--- src/rtl/cnn_pkg.sv ---
// cnn_pkg: shared types and arithmetic helpers for the ternary convolution engine.
// Latency: n/a (constants, types and pure functions only).
// Backpressure: n/a.
package cnn_pkg;

    // 2-bit ternary weight codes; 2'b00 and 2'b10 both mean zero.
    localparam logic [1:0] W_POS = 2'b01;
    localparam logic [1:0] W_NEG = 2'b11;

    localparam int NUM_TAPS = 9;

    typedef enum logic [1:0] {
        ST_IDLE  = 2'd0,
        ST_READ  = 2'd1,
        ST_DRAIN = 2'd2,
        ST_DONE  = 2'd3
    } conv_state_t;

    // Nine taps of at most 2^data_w-1 each need 4 growth bits plus a sign bit.
    function automatic int calc_acc_w(input int data_w);
        return data_w + 5;
    endfunction

    // ReLU, then arithmetic shift, then clamp to the unsigned output range.
    function automatic logic [31:0] relu_sat(input logic signed [31:0] sum,
                                             input int                 shift,
                                             input int                 out_w);
        logic [31:0] shifted;
        logic [31:0] max_val;
        max_val = (32'd1 << out_w) - 32'd1;
        if (sum < 0) begin
            return '0;
        end
        shifted = sum >>> shift;
        return (shifted > max_val) ? max_val : shifted;
    endfunction

endpackage

--- src/rtl/ocm_ternary_conv3x3_if.sv ---
// ocm_ternary_conv3x3_if: image-OCM read port plus result-OCM write port.
// Latency: rd_data follows rd_addr by exactly one cycle; writes complete in their strobe cycle.
// Backpressure: none; neither OCM port can stall the engine.
// master = convolution engine, slave = memory side.
interface ocm_ternary_conv3x3_if #(
    parameter int ADDR_W = 17,
    parameter int DATA_W = 8,
    parameter int OUT_W  = 8
);
    logic [ADDR_W-1:0] rd_addr;
    logic              rd_chip;
    logic              rd_clken;
    logic [DATA_W-1:0] rd_data;

    logic [ADDR_W-1:0] wr_addr;
    logic              wr_chip;
    logic              wr_clken;
    logic              wr_write;
    logic [OUT_W-1:0]  wr_data;

    modport master (
        output rd_addr, rd_chip, rd_clken,
        input  rd_data,
        output wr_addr, wr_chip, wr_clken, wr_write, wr_data
    );

    modport slave (
        input  rd_addr, rd_chip, rd_clken,
        output rd_data,
        input  wr_addr, wr_chip, wr_clken, wr_write, wr_data
    );
endinterface

--- src/rtl/line_buffer.sv ---
// line_buffer: DEPTH-entry shift register; dout is the sample pushed DEPTH enables ago.
// Latency: DEPTH enabled cycles from din to dout; dout is a plain register output.
// Backpressure: none; shifts only when en is high.
// Ports: clk, reset (async high), en, din[WIDTH], dout[WIDTH].
module line_buffer #(
    parameter int DEPTH = 28,
    parameter int WIDTH = 8
) (
    input  logic             clk,
    input  logic             reset,
    input  logic             en,
    input  logic [WIDTH-1:0] din,
    output logic [WIDTH-1:0] dout
);

    logic [WIDTH-1:0] taps [DEPTH];

    always_ff @(posedge clk or posedge reset) begin
        if (reset) begin
            for (int i = 0; i < DEPTH; i++) begin
                taps[i] <= '0;
            end
        end else if (en) begin
            taps[0] <= din;
            for (int i = 1; i < DEPTH; i++) begin
                taps[i] <= taps[i-1];
            end
        end
    end

    assign dout = taps[DEPTH-1];

endmodule

--- src/rtl/ocm_ternary_conv3x3.sv ---
// ocm_ternary_conv3x3: streams an image from OCM, 3x3 ternary MAC + ReLU/shift/saturate, writes results.
// Latency: pixel k read at start+1+k, its window result written at start+3+k; done at start+3+W*H.
// Backpressure: none; one read per cycle with no stalls, writes are fire-and-forget.
// Ports: clk, reset (async high), start, weights[18] (w11 at [1:0] .. w33 at [17:16]),
//        busy, done (1-cycle pulse), out_count[16], ocm (master: rd_* image port, wr_* result port).
module ocm_ternary_conv3x3
    import cnn_pkg::*;
#(
    parameter int IMG_W  = 28,
    parameter int IMG_H  = 28,
    parameter int DATA_W = 8,
    parameter int OUT_W  = 8,
    parameter int ADDR_W = 17,
    parameter int SHIFT  = 0
) (
    input  logic        clk,
    input  logic        reset,
    input  logic        start,
    input  logic [17:0] weights,
    output logic        busy,
    output logic        done,
    output logic [15:0] out_count,
    ocm_ternary_conv3x3_if.master ocm
);

    localparam int ACC_W = calc_acc_w(DATA_W);
    localparam int NPIX  = IMG_W * IMG_H;
    localparam int COL_W = $clog2(IMG_W);
    localparam int ROW_W = $clog2(IMG_H);

    localparam logic [ADDR_W-1:0] LAST_ADDR = ADDR_W'(NPIX - 1);
    localparam logic [COL_W-1:0]  LAST_COL  = COL_W'(IMG_W - 1);

    // ---------------------------------------------------------------
    // Control FSM
    // ---------------------------------------------------------------
    conv_state_t state;
    conv_state_t state_nxt;

    logic [ADDR_W-1:0] rd_cnt;
    logic              drain_cnt;   // which of the two drain cycles we are in
    logic              rd_active;
    logic              frame_start;

    always_ff @(posedge clk or posedge reset) begin
        if (reset) begin
            state <= ST_IDLE;
        end else begin
            state <= state_nxt;
        end
    end

    always_comb begin
        state_nxt   = state;
        rd_active   = 1'b0;
        busy        = 1'b0;
        done        = 1'b0;
        frame_start = 1'b0;
        case (state)
            ST_IDLE: begin
                if (start) begin
                    frame_start = 1'b1;
                    state_nxt   = ST_READ;
                end
            end
            ST_READ: begin
                rd_active = 1'b1;
                busy      = 1'b1;
                if (rd_cnt == LAST_ADDR) begin
                    state_nxt = ST_DRAIN;
                end
            end
            ST_DRAIN: begin
                // first cycle: last pixel arrives; second cycle: its write goes out
                busy = 1'b1;
                if (drain_cnt) begin
                    state_nxt = ST_DONE;
                end
            end
            ST_DONE: begin
                done      = 1'b1;
                state_nxt = ST_IDLE;
            end
            default: state_nxt = ST_IDLE;
        endcase
    end

    // Read address counter returns to 0 at the end of the frame so the bus idles at 0.
    always_ff @(posedge clk or posedge reset) begin
        if (reset) begin
            rd_cnt    <= '0;
            drain_cnt <= 1'b0;
        end else begin
            if (frame_start) begin
                rd_cnt <= '0;
            end else if (state == ST_READ) begin
                rd_cnt <= (rd_cnt == LAST_ADDR) ? '0 : rd_cnt + ADDR_W'(1);
            end
            if (state == ST_DRAIN) begin
                drain_cnt <= ~drain_cnt;
            end
        end
    end

    // ---------------------------------------------------------------
    // Pixel arrival tracking and window formation
    // ---------------------------------------------------------------
    logic [17:0]       w_q;
    logic              pix_vld;      // rd_data holds a fresh pixel this cycle
    logic [COL_W-1:0]  pix_col;      // position of the pixel currently on rd_data
    logic [ROW_W-1:0]  pix_row;
    logic              win_vld;

    logic [DATA_W-1:0] lb1_out;      // row r-1, column c
    logic [DATA_W-1:0] lb2_out;      // row r-2, column c

    // [0] = column c-2, [1] = column c-1; column c comes straight from the line buffers / rd_data.
    logic [1:0][DATA_W-1:0] win_top;
    logic [1:0][DATA_W-1:0] win_mid;
    logic [1:0][DATA_W-1:0] win_bot;

    line_buffer #(.DEPTH(IMG_W), .WIDTH(DATA_W)) u_lb1 (
        .clk   (clk),
        .reset (reset),
        .en    (pix_vld),
        .din   (ocm.rd_data),
        .dout  (lb1_out)
    );

    line_buffer #(.DEPTH(IMG_W), .WIDTH(DATA_W)) u_lb2 (
        .clk   (clk),
        .reset (reset),
        .en    (pix_vld),
        .din   (lb1_out),
        .dout  (lb2_out)
    );

    // Windows that would straddle a row wrap have c<2 and are suppressed here.
    assign win_vld = pix_vld && (pix_row >= ROW_W'(2)) && (pix_col >= COL_W'(2));

    always_ff @(posedge clk or posedge reset) begin
        if (reset) begin
            w_q     <= '0;
            pix_vld <= 1'b0;
            pix_col <= '0;
            pix_row <= '0;
            win_top <= '0;
            win_mid <= '0;
            win_bot <= '0;
        end else begin
            pix_vld <= rd_active;
            if (frame_start) begin
                w_q     <= weights;
                pix_col <= '0;
                pix_row <= '0;
            end else if (pix_vld) begin
                if (pix_col == LAST_COL) begin
                    pix_col <= '0;
                    pix_row <= pix_row + ROW_W'(1);
                end else begin
                    pix_col <= pix_col + COL_W'(1);
                end
            end
            if (pix_vld) begin
                win_top <= {lb2_out,     win_top[1]};
                win_mid <= {lb1_out,     win_mid[1]};
                win_bot <= {ocm.rd_data, win_bot[1]};
            end
        end
    end

    // ---------------------------------------------------------------
    // Ternary MAC and post-processing (combinational, registered at the write stage)
    // ---------------------------------------------------------------
    logic [DATA_W-1:0]       taps [NUM_TAPS];
    logic signed [ACC_W-1:0] sum;
    logic [OUT_W-1:0]        result;

    // Tap order matches the weight packing: row-major, w11 first.
    always_comb begin
        taps[0] = win_top[0];
        taps[1] = win_top[1];
        taps[2] = lb2_out;
        taps[3] = win_mid[0];
        taps[4] = win_mid[1];
        taps[5] = lb1_out;
        taps[6] = win_bot[0];
        taps[7] = win_bot[1];
        taps[8] = ocm.rd_data;
    end

    always_comb begin
        sum = '0;
        for (int i = 0; i < NUM_TAPS; i++) begin
            case (w_q[2*i +: 2])
                W_POS:   sum = sum + $signed(ACC_W'(taps[i]));
                W_NEG:   sum = sum - $signed(ACC_W'(taps[i]));
                default: sum = sum;
            endcase
        end
    end

    assign result = OUT_W'(relu_sat(32'(sum), SHIFT, OUT_W));

    // ---------------------------------------------------------------
    // Write stage
    // ---------------------------------------------------------------
    logic              wr_vld;
    logic [ADDR_W-1:0] wr_cnt;
    logic [ADDR_W-1:0] wr_addr_q;
    logic [OUT_W-1:0]  wr_data_q;

    always_ff @(posedge clk or posedge reset) begin
        if (reset) begin
            wr_vld    <= 1'b0;
            wr_cnt    <= '0;
            wr_addr_q <= '0;
            wr_data_q <= '0;
            out_count <= '0;
        end else begin
            wr_vld <= win_vld;
            if (frame_start) begin
                wr_cnt    <= '0;
                out_count <= '0;
            end else begin
                if (win_vld) begin
                    wr_addr_q <= wr_cnt;
                    wr_data_q <= result;
                    wr_cnt    <= wr_cnt + ADDR_W'(1);
                end
                if (wr_vld) begin
                    out_count <= out_count + 16'd1;
                end
            end
        end
    end

    assign ocm.rd_addr  = rd_cnt;
    assign ocm.rd_chip  = rd_active;
    assign ocm.rd_clken = rd_active;
    assign ocm.wr_addr  = wr_addr_q;
    assign ocm.wr_data  = wr_data_q;
    assign ocm.wr_chip  = wr_vld;
    assign ocm.wr_clken = wr_vld;
    assign ocm.wr_write = wr_vld;

endmodule

--- src/flat_wrapper.sv ---
// flat-port wrapper written by rule: the top's interface ports become plain ports
module ocm_ternary_conv3x3_flat import cnn_pkg::*;
#(
    parameter int IMG_W  = 28,
    parameter int IMG_H  = 28,
    parameter int DATA_W = 8,
    parameter int OUT_W  = 8,
    parameter int ADDR_W = 17,
    parameter int SHIFT  = 0
)
  (clk, reset, start, weights, busy, done, out_count, ocm_rd_addr, ocm_rd_chip, ocm_rd_clken, ocm_rd_data, ocm_wr_addr, ocm_wr_chip, ocm_wr_clken, ocm_wr_write, ocm_wr_data);
  ocm_ternary_conv3x3_if #(.ADDR_W(ADDR_W), .DATA_W(DATA_W), .OUT_W(OUT_W)) ocm_i ();
  input  logic clk;
  input  logic reset;
  input  logic start;
  input  logic [17:0] weights;
  output logic busy;
  output logic done;
  output logic [15:0] out_count;
  output wire logic [$bits(ocm_i.rd_addr)-1:0] ocm_rd_addr;
  output wire logic [$bits(ocm_i.rd_chip)-1:0] ocm_rd_chip;
  output wire logic [$bits(ocm_i.rd_clken)-1:0] ocm_rd_clken;
  input wire logic [$bits(ocm_i.rd_data)-1:0] ocm_rd_data;
  output wire logic [$bits(ocm_i.wr_addr)-1:0] ocm_wr_addr;
  output wire logic [$bits(ocm_i.wr_chip)-1:0] ocm_wr_chip;
  output wire logic [$bits(ocm_i.wr_clken)-1:0] ocm_wr_clken;
  output wire logic [$bits(ocm_i.wr_write)-1:0] ocm_wr_write;
  output wire logic [$bits(ocm_i.wr_data)-1:0] ocm_wr_data;
  assign ocm_rd_addr = ocm_i.rd_addr;
  assign ocm_rd_chip = ocm_i.rd_chip;
  assign ocm_rd_clken = ocm_i.rd_clken;
  assign ocm_i.rd_data = ocm_rd_data;
  assign ocm_wr_addr = ocm_i.wr_addr;
  assign ocm_wr_chip = ocm_i.wr_chip;
  assign ocm_wr_clken = ocm_i.wr_clken;
  assign ocm_wr_write = ocm_i.wr_write;
  assign ocm_wr_data = ocm_i.wr_data;
  ocm_ternary_conv3x3 #(.IMG_W(IMG_W), .IMG_H(IMG_H), .DATA_W(DATA_W), .OUT_W(OUT_W), .ADDR_W(ADDR_W), .SHIFT(SHIFT)) u_core (.clk(clk), .reset(reset), .start(start), .weights(weights), .busy(busy), .done(done), .out_count(out_count), .ocm(ocm_i));
endmodule
--- config.mk ---
export PLATFORM = sky130hd
export DESIGN_NAME = ocm_ternary_conv3x3_flat
export DESIGN_NICKNAME = d
export VERILOG_FILES = /design/src/rtl/cnn_pkg.sv /design/src/rtl/ocm_ternary_conv3x3_if.sv /design/src/rtl/line_buffer.sv /design/src/rtl/ocm_ternary_conv3x3.sv /design/src/flat_wrapper.sv
export SDC_FILE = /design/constraint.sdc
export NUM_CORES = 1
export LEC_CHECK = 0
export BUFFER_PORTS_ARGS = -buffer_cell sky130_fd_sc_hd__buf_4
export CORE_ASPECT_RATIO = 1.25
export CORE_MARGIN = 2
export CORE_UTILIZATION = 63
export DETAILED_ROUTE_END_ITERATION = 8
export PLACE_DENSITY = 0.85
export SKIP_LAST_GASP = 1
export SYNTH_ARGS = -nofsm -noshare
export SYNTH_HDL_FRONTEND = slang
export SYNTH_HIERARCHICAL = 1
export SYNTH_SLANG_ARGS = --single-unit
--- constraint.sdc ---
create_clock -name clk -period 14.4 [get_ports clk]
set_input_delay 2.88 -clock clk [delete_from_list [all_inputs] [get_ports clk]]
set_output_delay 2.88 -clock clk [all_outputs]
set_load 0.01 [all_outputs]
* Yosys cells after proc, flatten, opt, wreduce, memory -nomap -nowiden
Index checks and enable logic that the tools add are counted. Widths: inputs -> output; s select.
Storage, ports and cells: bits in registers 572, bits in latches 0, RAM bits 0, memory bits (read-only) 0, bits of input ports 29, output and inout bits 65, word-level logic and storage cells 171, memories 0
Operators by class: add/subtract/negate cells 22, multiply operators 0, divide/modulo/power cells 0, order comparisons 4, equality and inequality tests 26, shifts and indexed selects 0, muxes and demuxes 35, bitwise gates (word level) 2, reduce and logical (&&, ||, !) cells 12
Operators by type and width (count):
- $pmux 13 s2 | 9
- $add 13x9->13 | 8
- $sub 13x9->13 | 8
- $mux 17 | 5
- $add 17x1->17 const B | 2
- $gt 32x8->1 const B | 1
- $mux 16 | 2
- $mux 5 | 6
- $mux 8 | 3
- $eq 2x2->1 const B | 11
- $eq 2x1->1 const B | 10
- $eq 17x10->1 const B | 1
- $add 16x1->16 const B | 1
- $lt 13x1->1 const B | 1
- $add 5x1->5 const B | 2
- $ge 5x2->1 const B | 2
- $reduce_bool 2->1 | 5
- $sub 1x8->9 const A | 1
- $pmux 2 s4 | 1
- $mux 1 | 6
- $mux 2 | 3
- $eq 5x5->1 const B | 1
- $ne 2x2->1 const B | 2
- $reduce_and 2->1 | 2
- 6 further kinds | 8

* Logic depth before layout (Yosys ltp)
Gate-level depths: netlist of run 1.
depth in word-level cells 21, gate-level depth with buffers 65, depth with buffers taken out 64

* Hierarchy
The synthesis of run 1 kept the hierarchy.
Modules (own cells, without submodules):
- line_buffer | instances 2, cells an instance 482, area an instance 9036.2 sq um, sequential area each 5605.4 sq um
- ocm_ternary_conv3x3 | instances 1, cells an instance 1639, area an instance 13944.6 sq um, sequential area each 3903.7 sq um

* Worst setup path after synthesis of run 1
No wires, ideal clock.
path kind register -> register, from reg u_core.w_q[2], to reg u_core.wr_data_q[1], in the netlist u_core/ocm.wr_data[1], library setup time 149 ps, arrival 11773 ps, data required time 14251 ps, setup slack 2478 ps, cell stages (with the launch flop) 60, path through dfrtp_1 -> clkbuf_1 -> clkbuf_1 -> buf_1 -> nand2_1 -> o21ai_0 -> inv_1 -> ha_1 -> a21o_1 -> maj3_4 -> xor2_1 -> nand2_1 -> xnor2_1 -> ha_1 -> a31o_2 -> a21o_1 -> or2b_1 -> a21oi_1 -> [24 not listed] -> ha_1 -> nand3_1 -> nand2_1 -> a41o_1 -> or2_2 -> xor2_1 -> nand2_1 -> nand2b_1 -> ha_1 -> inv_1 -> o21bai_1 -> a21oi_1 -> xnor2_1 -> nand2_1 -> xnor3_1 -> xnor2_1 -> mux2i_1 -> a22oi_1
On the way: word-level cells in the longest chain between the ends 19, elaborated cells between the ends (all ways) 29, classes of those cells add/sub: 14; order compare: 2; eq/ne: 2; mux: 11
RTL lines:
- start: declaration | RTL line ocm_ternary_conv3x3.sv:108 | logic [17:0] w_q;
- start signal: assignment | RTL line ocm_ternary_conv3x3.sv:153 | w_q <= weights;
- $eq 2x2->1 / $eq 2x1->1 (equally long branches) | RTL line ocm_ternary_conv3x3.sv:195 | case (w_q[2*i +: 2])
- $pmux 13 s2 * | RTL line ocm_ternary_conv3x3.sv:195
- $sub 13x9->13 / $add 13x9->13 (equally long branches) | RTL line ocm_ternary_conv3x3.sv:197, ocm_ternary_conv3x3.sv:196
- $pmux 13 s2 * | RTL line ocm_ternary_conv3x3.sv:195
- $sub 13x9->13 / $add 13x9->13 (equally long branches) | RTL line ocm_ternary_conv3x3.sv:197, ocm_ternary_conv3x3.sv:196
- $pmux 13 s2 * | RTL line ocm_ternary_conv3x3.sv:195
- $sub 13x9->13 / $add 13x9->13 (equally long branches) | RTL line ocm_ternary_conv3x3.sv:197, ocm_ternary_conv3x3.sv:196
- $pmux 13 s2 * | RTL line ocm_ternary_conv3x3.sv:195
- [3 not listed]
- $pmux 13 s2 * | RTL line ocm_ternary_conv3x3.sv:195
- $sub 13x9->13 / $add 13x9->13 (equally long branches) | RTL line ocm_ternary_conv3x3.sv:197, ocm_ternary_conv3x3.sv:196
- $pmux 13 s2 * | RTL line ocm_ternary_conv3x3.sv:195
- $sub 13x9->13 / $add 13x9->13 (equally long branches) | RTL line ocm_ternary_conv3x3.sv:197, ocm_ternary_conv3x3.sv:196
- $pmux 13 s2 * | RTL line ocm_ternary_conv3x3.sv:195
- $gt 32x8->1 / $lt 13x1->1 (equally long branches) | RTL line cnn_pkg.sv:35, cnn_pkg.sv:31
- $mux 8 / $mux 1 (equally long branches) | RTL line cnn_pkg.sv:35, cnn_pkg.sv:31
- $mux 8 * | RTL line cnn_pkg.sv:34 | shifted = sum >>> shift;
- end signal: assignment | RTL line ocm_ternary_conv3x3.sv:228 | wr_data_q <= result;
- end: declaration | RTL line ocm_ternary_conv3x3.sv:211 | logic [OUT_W-1:0] wr_data_q;
Mark *: on every way between the ends. The rest lies on a longest branch, timed or not. A chain may end at the register's enable or synchronous reset.

* Final worst setup path of run 1
from reg u_core.w_q[2], to reg u_core.wr_data_q[3], in the netlist u_core/ocm.wr_data[3]
The elaborated chain is that of the path after synthesis.

==> flow_metrics.env, run 1 <==
export IMPL_status="finished clean"
export IMPL_slew_viol_final=0
export IMPL_reg2reg_slack_ps=1570
export IMPL_antenna_found_initial=0
export IMPL_antennaDiodeCount=0
export IMPL_synthAdderAreaFrac_pct=4.96
export IMPL_synth_cell_types=88
export IMPL_final_area_sq_um=34900
export IMPL_syn_num_nets=2753
export IMPL_cp_required_ps=14870
export IMPL_timing_critical_path_mode_cell="xnor2_1"
export IMPL_holdBufCountCts=0
export IMPL_synth_compound_area_share_pct=8.22
export IMPL_synth_xor_area_share_pct=4.20
export IMPL_slowest_stage="mux2i_1"
export IMPL_cts_setup_buffers=0
export IMPL_crit_path_max_incr_delay_ps=590
export IMPL_crit_path_start_kind="flip-flop"
export IMPL_p_leak_nw=17.0
export IMPL_syn_area_per_cell_sq_um=12.3
export IMPL_dp_hpwl_mm=43.5
export IMPL_die_x_um=206
export IMPL_grt_pass1_wl_mm=109
export IMPL_synth_edf_count=0
export IMPL_placed_area_sq_um=32900
export IMPL_cp_end_kind="flip-flop"
export IMPL_wl_met1_mm=27.0
export IMPL_worstPathMaxFanout=34
export IMPL_setup_viol_count_final=0
export IMPL_routed_wl_mm=65.9
export IMPL_yosys_area_share_simple_pct=8.41
export IMPL_post_cts_resize_count=0
export IMPL_die_area_sq_um=52700
export IMPL_synth_mux_area_fraction_pct=23.5
export IMPL_clk_pin_slew_ps=60
export IMPL_drive_above_1_share_pct=28.7
export IMPL_period_needed_ps=12830
export IMPL_yosysWarnings=6
export IMPL_clockBufferDepth=3
export IMPL_fmax_mhz=77.9
export IMPL_finClkSkew_ps=30.8
export IMPL_crit_end="u_core/ocm.wr_data[3]$_DFFE_PP0P_"
export IMPL_hold_violations=0
export IMPL_rows=92
export IMPL_clk_insertion_delay_late_ps=650
export IMPL_gp_congestion=0.909
export IMPL_ir_worst_vdd_uv=182
export IMPL_cts_buffers=58
export IMPL_vias_per_cell=6.00
export IMPL_r2r_end="u_core/ocm.wr_data[3]$_DFFE_PP0P_"
export IMPL_power_w=0.00482
export IMPL_tritoncts="built"
export IMPL_syn_area_sq_um=32000
export IMPL_wl_met2_mm=33.5
export IMPL_num_nets_final=2803
export IMPL_overflow=0
export IMPL_via_count=20200
export IMPL_ant_nets=0
export IMPL_first_pass_iters=5
export IMPL_fin_tns_setup_ps=0
export IMPL_h_tree_depth=2
export IMPL_first_iter_violations=1368
export IMPL_syn_to_final_growth_pct=8.93
export IMPL_rsz0062_at_grt="no"
export IMPL_routed_top_layer="met4"
export IMPL_die_h_um=256
export IMPL_wl_met3_mm=2.26
export IMPL_port_buffers=93
export IMPL_core_area_sq_um=50300
export IMPL_ff2ff_path_depth=53
export IMPL_period_share_pct=89.1
export IMPL_power_density_nw_per_um2=138
export IMPL_seq_area_frac_synth_pct=47.2
export IMPL_grt_pass1_vias=21200
export IMPL_cts_sinks=604
export IMPL_drc=0
export IMPL_grt_use_total_pct=25.3
export IMPL_synth_flop_cell="dfrtp_1"
export IMPL_path_class="flip-flop to flip-flop"
export IMPL_nFillCells=3323
export IMPL_cts_root_buffer="clkbuf_16"
export IMPL_hold_class="flip-flop to flip-flop"
export IMPL_grt_start_max_net_pins=155
export IMPL_wl_per_cell_um=19.6
export IMPL_seq_area_sq_um=15100
export IMPL_pin_count=94
export IMPL_ys_seq_elements=604
export IMPL_synth_cells=2603
export IMPL_multi_input_area_sq_um=15800
export IMPL_worst_slew_margin_rel_pct=29.0
export IMPL_crit_start="u_core/w_q[2]$_DFFE_PP0P_"
export IMPL_async_reset_ff_share_pct=100
export IMPL_start_util_pct=63.6
export IMPL_timing_rr_start="u_core/w_q[2]$_DFFE_PP0P_"
export IMPL_cap_violations=0
export IMPL_synth_top_family_by_area="multiplexers"
export IMPL_tightest_slew_ps=1060
export IMPL_critPathArrivalTime_ps=13300
[placed cells by master, fill, tap and decap left out, types with 32 or more instances in the layout]
master / synthesis / final
a21oi_1: 83 / 83
nand3_1: 34 / 34
mux2_4: 320 / 320
nand2_1: 201 / 201
o21ai_0: 120 / 120
xor2_1: 75 / 75
nor2_1: 126 / 126
mux2_2: 215 / 215
xnor2_1: 74 / 74
buf_4: 20 / 108
dfrtp_1: 604 / 603
inv_1: 76 / 73
ha_1: 113 / 113
clkbuf_16: 0 / 58
nor3_1: 32 / 32
[cell type report]
class,count,share of cell area [%]
repair buffers,109,2.38
clock buffers,79,4.76
flip-flops and latches,604,43.3
multi-input cells,1800,45.2
well taps,658,2.36
clock inverters,27,1.01
inverters,80,0.918
[cell families after synthesis]
family                     count (synthesis)
DFF                                      604
and+or+nand+nor                          566
muxes                                    564
AOI/OAI and AO/OA                        397
buffers and inverters                    199
xor gates and xnor gates                 151
adders and majority gates                122
[worst max-delay path: cells and delay by family, from the launching register on]
kind	cells	cell delay, ps
buffers and inverters	3	520
adder cells (fa/ha/maj)	9	2920
AND/OR/NAND/NOR	12	1900
XOR/XNOR	12	2340
flip-flops	1	330
multiplexers	4	1470
AO/OA/AOI/OAI	13	3170
[worst min path at each step]
stage	start	to	slack (ps)	depth (start not counted)
floorplan	u_core/drain_cnt$_DFFE_PP0P_	u_core/drain_cnt$_DFFE_PP0P_	440	1
global placement	u_core/drain_cnt$_DFFE_PP0P_	u_core/drain_cnt$_DFFE_PP0P_	460	1
detailed placement	u_core/drain_cnt$_DFFE_PP0P_	u_core/drain_cnt$_DFFE_PP0P_	470	1
CTS	u_core/drain_cnt$_DFFE_PP0P_	u_core/drain_cnt$_DFFE_PP0P_	490	1
global route	u_core/drain_cnt$_DFFE_PP0P_	u_core/drain_cnt$_DFFE_PP0P_	500	1
finish	u_core/drain_cnt$_DFFE_PP0P_	u_core/drain_cnt$_DFFE_PP0P_	490	1
[metrics by stage]
step | worst slack [ps] | utilization, % | instances | hold slack [ps]
after floorplan | 2480 | - | 2603 | 442
after global placement | 2270 | 65.3 | 3251 | 462
after detailed placement | 1710 | 65.3 | 3251 | 472
after CTS | 1670 | 69.3 | 3357 | 486
after global routing | 543 | 69.3 | 3357 | 496
final | 1570 | 69.3 | 3357 | 486
[layer usage]
| metal | vias up | global-route usage (%) |
|---|---|---|
| li1 | 9327 | - |
| met1 | 10100 | 31.6 |
| met2 | 497 | 43.6 |
| met3 | 201 | 2.97 |
| met4 | 0 | 12.0 |
| met5 | - | 0 |
[where the power goes]
group	total, W	switching [W]	internal [W]
sequential	0.00182	0.0000486	0.00177
clock	0.00158	0.000678	0.000905
combinational	0.00142	0.000775	0.000646
[synth_stat cells (all sizes together), types with 17 or more instances]
| library cell | number | area share, % |
|---|---|---|
| a211oi | 17 | 0.43 |
| a21o | 21 | 0.49 |
| a21oi | 85 | 1.4 |
| and3 | 19 | 0.37 |
| buf | 80 | 2.1 |
| clkbuf | 39 | 0.46 |
| dfrtp | 604 | 47 |
| ha | 113 | 4.4 |
| inv | 77 | 0.90 |
| mux2 | 535 | 23 |
| mux2i | 29 | 0.91 |
| nand2 | 201 | 2.4 |
| nand2b | 24 | 0.47 |
| nand3 | 34 | 0.53 |
| nor2 | 126 | 1.5 |
| nor2b | 23 | 0.45 |
| nor3 | 32 | 0.50 |
| o21a | 21 | 0.49 |
| o21ai | 123 | 1.9 |
| o31ai | 29 | 0.72 |
| or3 | 29 | 0.57 |
| xnor2 | 75 | 2.1 |
| xor2 | 75 | 2.1 |
[registers in the layout (all words and copies together) (netlist names)]
signal / cells
u_core/taps: 48
u_core/ocm.wr_data: 8
u_core/wr_cnt: 17
u_core/ocm.wr_addr: 17
u_core/state: 2
u_core/u_lb1/taps: 216
u_core/w_q: 18
u_core/pix_row: 5
u_core/u_lb2/taps: 216
u_core/out_count: 16
u_core/u_lb1/dout: 8
u_core/ocm.wr_chip: 1
u_core/ocm.rd_addr: 17
u_core/drain_cnt: 1
u_core/pix_vld: 1
u_core/u_lb2/dout: 8
u_core/pix_col: 5
No activity file was read; power rests on OpenSTA's default activity.
==> run 2, diff against run 1 <==
--- a/config.mk
+++ b/config.mk
@@ -7,5 +7,4 @@
 export LEC_CHECK = 0
 export BUFFER_PORTS_ARGS = -buffer_cell sky130_fd_sc_hd__buf_4
-export CORE_ASPECT_RATIO = 1.25
 export CORE_MARGIN = 2
 export CORE_UTILIZATION = 63
==> constraint.sdc (replaced) <==
create_clock -name clk -period 14.4 [get_ports clk]
set_input_delay 2.88 -clock clk [delete_from_list [all_inputs] [get_ports clk]]
set_output_delay 2.88 -clock clk [all_outputs]
set_load 0.1 [all_outputs]
==> run 2 against run 1 <==
Against the previous run:
- utilization up 0.33 points
- highest routed layer unchanged
- routed wire length is 0.22% higher
- total power increased by 2.2%
- first-iteration DRC count is 3.8% higher
- worst setup slack got worse by 190 ps
- hold slack improved by 13 ps
- largest power group unchanged
- sequential share of layout area is 0.090 points lower
- via count shrank 0.46%
- combinational power is 4% higher
- sequential power about the same
==> flow_metrics.env, run 2 (synthesized netlist as in run 1, its figures left out) <==
export IMPL_status="finished clean"
export IMPL_first_pass_iters=8
export IMPL_cts_sinks=604
export IMPL_power_density_nw_per_um2=141
export IMPL_tritoncts="built"
export IMPL_grt_use_total_pct=25.4
export IMPL_crit_path_max_incr_delay_ps=630
export IMPL_place_ws_ps=1650
export IMPL_power_switching_w=0.00155
export IMPL_pin_count=94
export IMPL_wl_per_cell_um=19.6
export IMPL_slew_viol_final=0
export IMPL_critPathArrivalTime_ps=13500
export IMPL_cp_end_kind="flip-flop"
export IMPL_fmax_mhz=76.8
export IMPL_first_iter_violations=1420
export IMPL_crit_start="u_core/w_q[2]$_DFFE_PP0P_"
export IMPL_p_leak_nw=17.1
export IMPL_clk_pin_slew_ps=60
export IMPL_cap_violations=0
export IMPL_syn_to_final_growth_pct=9.16
export IMPL_die_x_um=229
export IMPL_tightest_slew_ps=1250
export IMPL_port_buffers=93
export IMPL_period_share_pct=90.4
export IMPL_clk_insertion_delay_late_ps=660
export IMPL_placed_area_sq_um=32900
export IMPL_cts_buffers=59
export IMPL_antennaDiodeCount=0
export IMPL_grt_pass1_wl_mm=110
export IMPL_h_tree_depth=2
export IMPL_hold_start="u_core/u_lb1/taps[34]$_DFFE_PP0P_"
export IMPL_finalWorstSetupSlack_ps=1380
export IMPL_finClkSkew_ps=28.7
export IMPL_dp_cells=3263
export IMPL_rsz0062_at_grt="no"
export IMPL_die_h_um=229
export IMPL_power_frac_comb_pct=29.9
export IMPL_worstPathMaxFanout=12
export IMPL_hold_violations=0
export IMPL_core_area_sq_um=50200
export IMPL_final_cells=3370
export IMPL_layout_commonest_cell="dfrtp_1"
export IMPL_vias_per_cell=5.95
export IMPL_top_regs="u_core/u_lb1/taps (216), u_core/u_lb2/taps (216), u_core/taps (48)"
export IMPL_grt_pass1_vias=21000
export IMPL_timing_critical_path_mode_cell="xnor2_1"
export IMPL_timing_rr_start="u_core/w_q[2]$_DFFE_PP0P_"
export IMPL_num_nets_final=2802
export IMPL_clockBufferDepth=3
export IMPL_post_cts_resize_count=0
export IMPL_final_area_sq_um=34900
export IMPL_crit_path_start_kind="flip-flop"
export IMPL_drive_above_1_share_pct=28.7
export IMPL_crit_buf_inv=2
export IMPL_start_util_pct=63.8
export IMPL_drc=0
export IMPL_antenna_found_initial=0
export IMPL_seqPwrFrac_pct=36.9
export IMPL_power_w=0.00493
export IMPL_setup_viol_count_final=0
export IMPL_die_area_sq_um=52600
export IMPL_period_needed_ps=13020
export IMPL_final_cell_mix="dfrtp_1, mux2_4, mux2_2"
export IMPL_routed_wl_mm=66.0
export IMPL_rows=82
export IMPL_fin_tns_setup_ps=0
export IMPL_p_clk_share_pct=33.2
export IMPL_cts_root_buffer="clkbuf_16"
export IMPL_worst_slew_margin_rel_pct=16.6
export IMPL_gp_congestion=0.865
export IMPL_cp_required_ps=14880
export IMPL_holdBufCountCts=0
export IMPL_via_count=20100
export IMPL_cts_setup_buffers=0
export IMPL_overflow=0
export IMPL_p_int_w=0.00337
export IMPL_ir_worst_vdd_uv=399
export IMPL_hold_class="flip-flop to flip-flop"
export IMPL_ant_nets=0
export IMPL_grt_start_max_net_pins=137
export IMPL_path_class="flip-flop to flip-flop"
export IMPL_switching_share_pct=31.5
export IMPL_dp_hpwl_mm=42.8
export IMPL_crit_family="compound AO/OA/AOI/OAI gates"
export IMPL_slowest_stage="dfrtp_1"
[run 2: metal layers]
| metal | global-route usage, % | up-vias | part of all wire (%) |
|---|---|---|---|
| li1 | - | 9312 | - |
| met1 | 33.6 | 10200 | 43 |
| met2 | 43.3 | 440 | 50 |
| met3 | 3.66 | 144 | 3.6 |
| met4 | 8.20 | 0 | 3.0 |
| met5 | 0 | - | 0 |
[run 2: area by class of cell]
| class | count | area [sq um] |
|---|---|---|
| Clock buffer | 81 | 1700 |
| Clock inverter | 26 | 395 |
| Fill cell | 3353 | 15200 |
| Inverter | 80 | 320 |
| Multi-Input combinational cell | 1800 | 15800 |
| Sequential cell | 604 | 15100 |
| Tap cell | 672 | 841 |
| Timing Repair Buffer | 107 | 803 |
[run 2: worst paths after layout]
check / end / slack, ps / cells after the start
min reg2reg: u_core/u_lb1/taps[26]$_DFFE_PP0P_ / 500 / 1
min: u_core/u_lb1/taps[26]$_DFFE_PP0P_ / 500 / 1
max in group asynchronous: u_core/u_lb2/taps[149]$_DFFE_PP0P_ / 10220 / 3
min in group asynchronous: u_core/u_lb1/dout[7]$_DFFE_PP0P_ / 2490 / 2
max: u_core/ocm.wr_data[1]$_DFFE_PP0P_ / 1380 / 54
max reg2reg: u_core/ocm.wr_data[1]$_DFFE_PP0P_ / 1380 / 54
[run 2: stage by stage]
step                util, %  hold slack [ps]
floorplan                 -              442
global placement       65.5              461
detailed placement     65.5              473
CTS                    69.7              493
global route           69.7              517
finish                 69.7              499
[run 2: power by group through the flow]
stage               registers [W]  logic (W)  clock network [W]
floorplan                 0.00186    0.00115                  0
global placement          0.00184    0.00134                  0
detailed placement        0.00185    0.00143                  0
CTS                       0.00182    0.00145            0.00167
global route              0.00183    0.00162            0.00174
finish                    0.00182    0.00148            0.00163
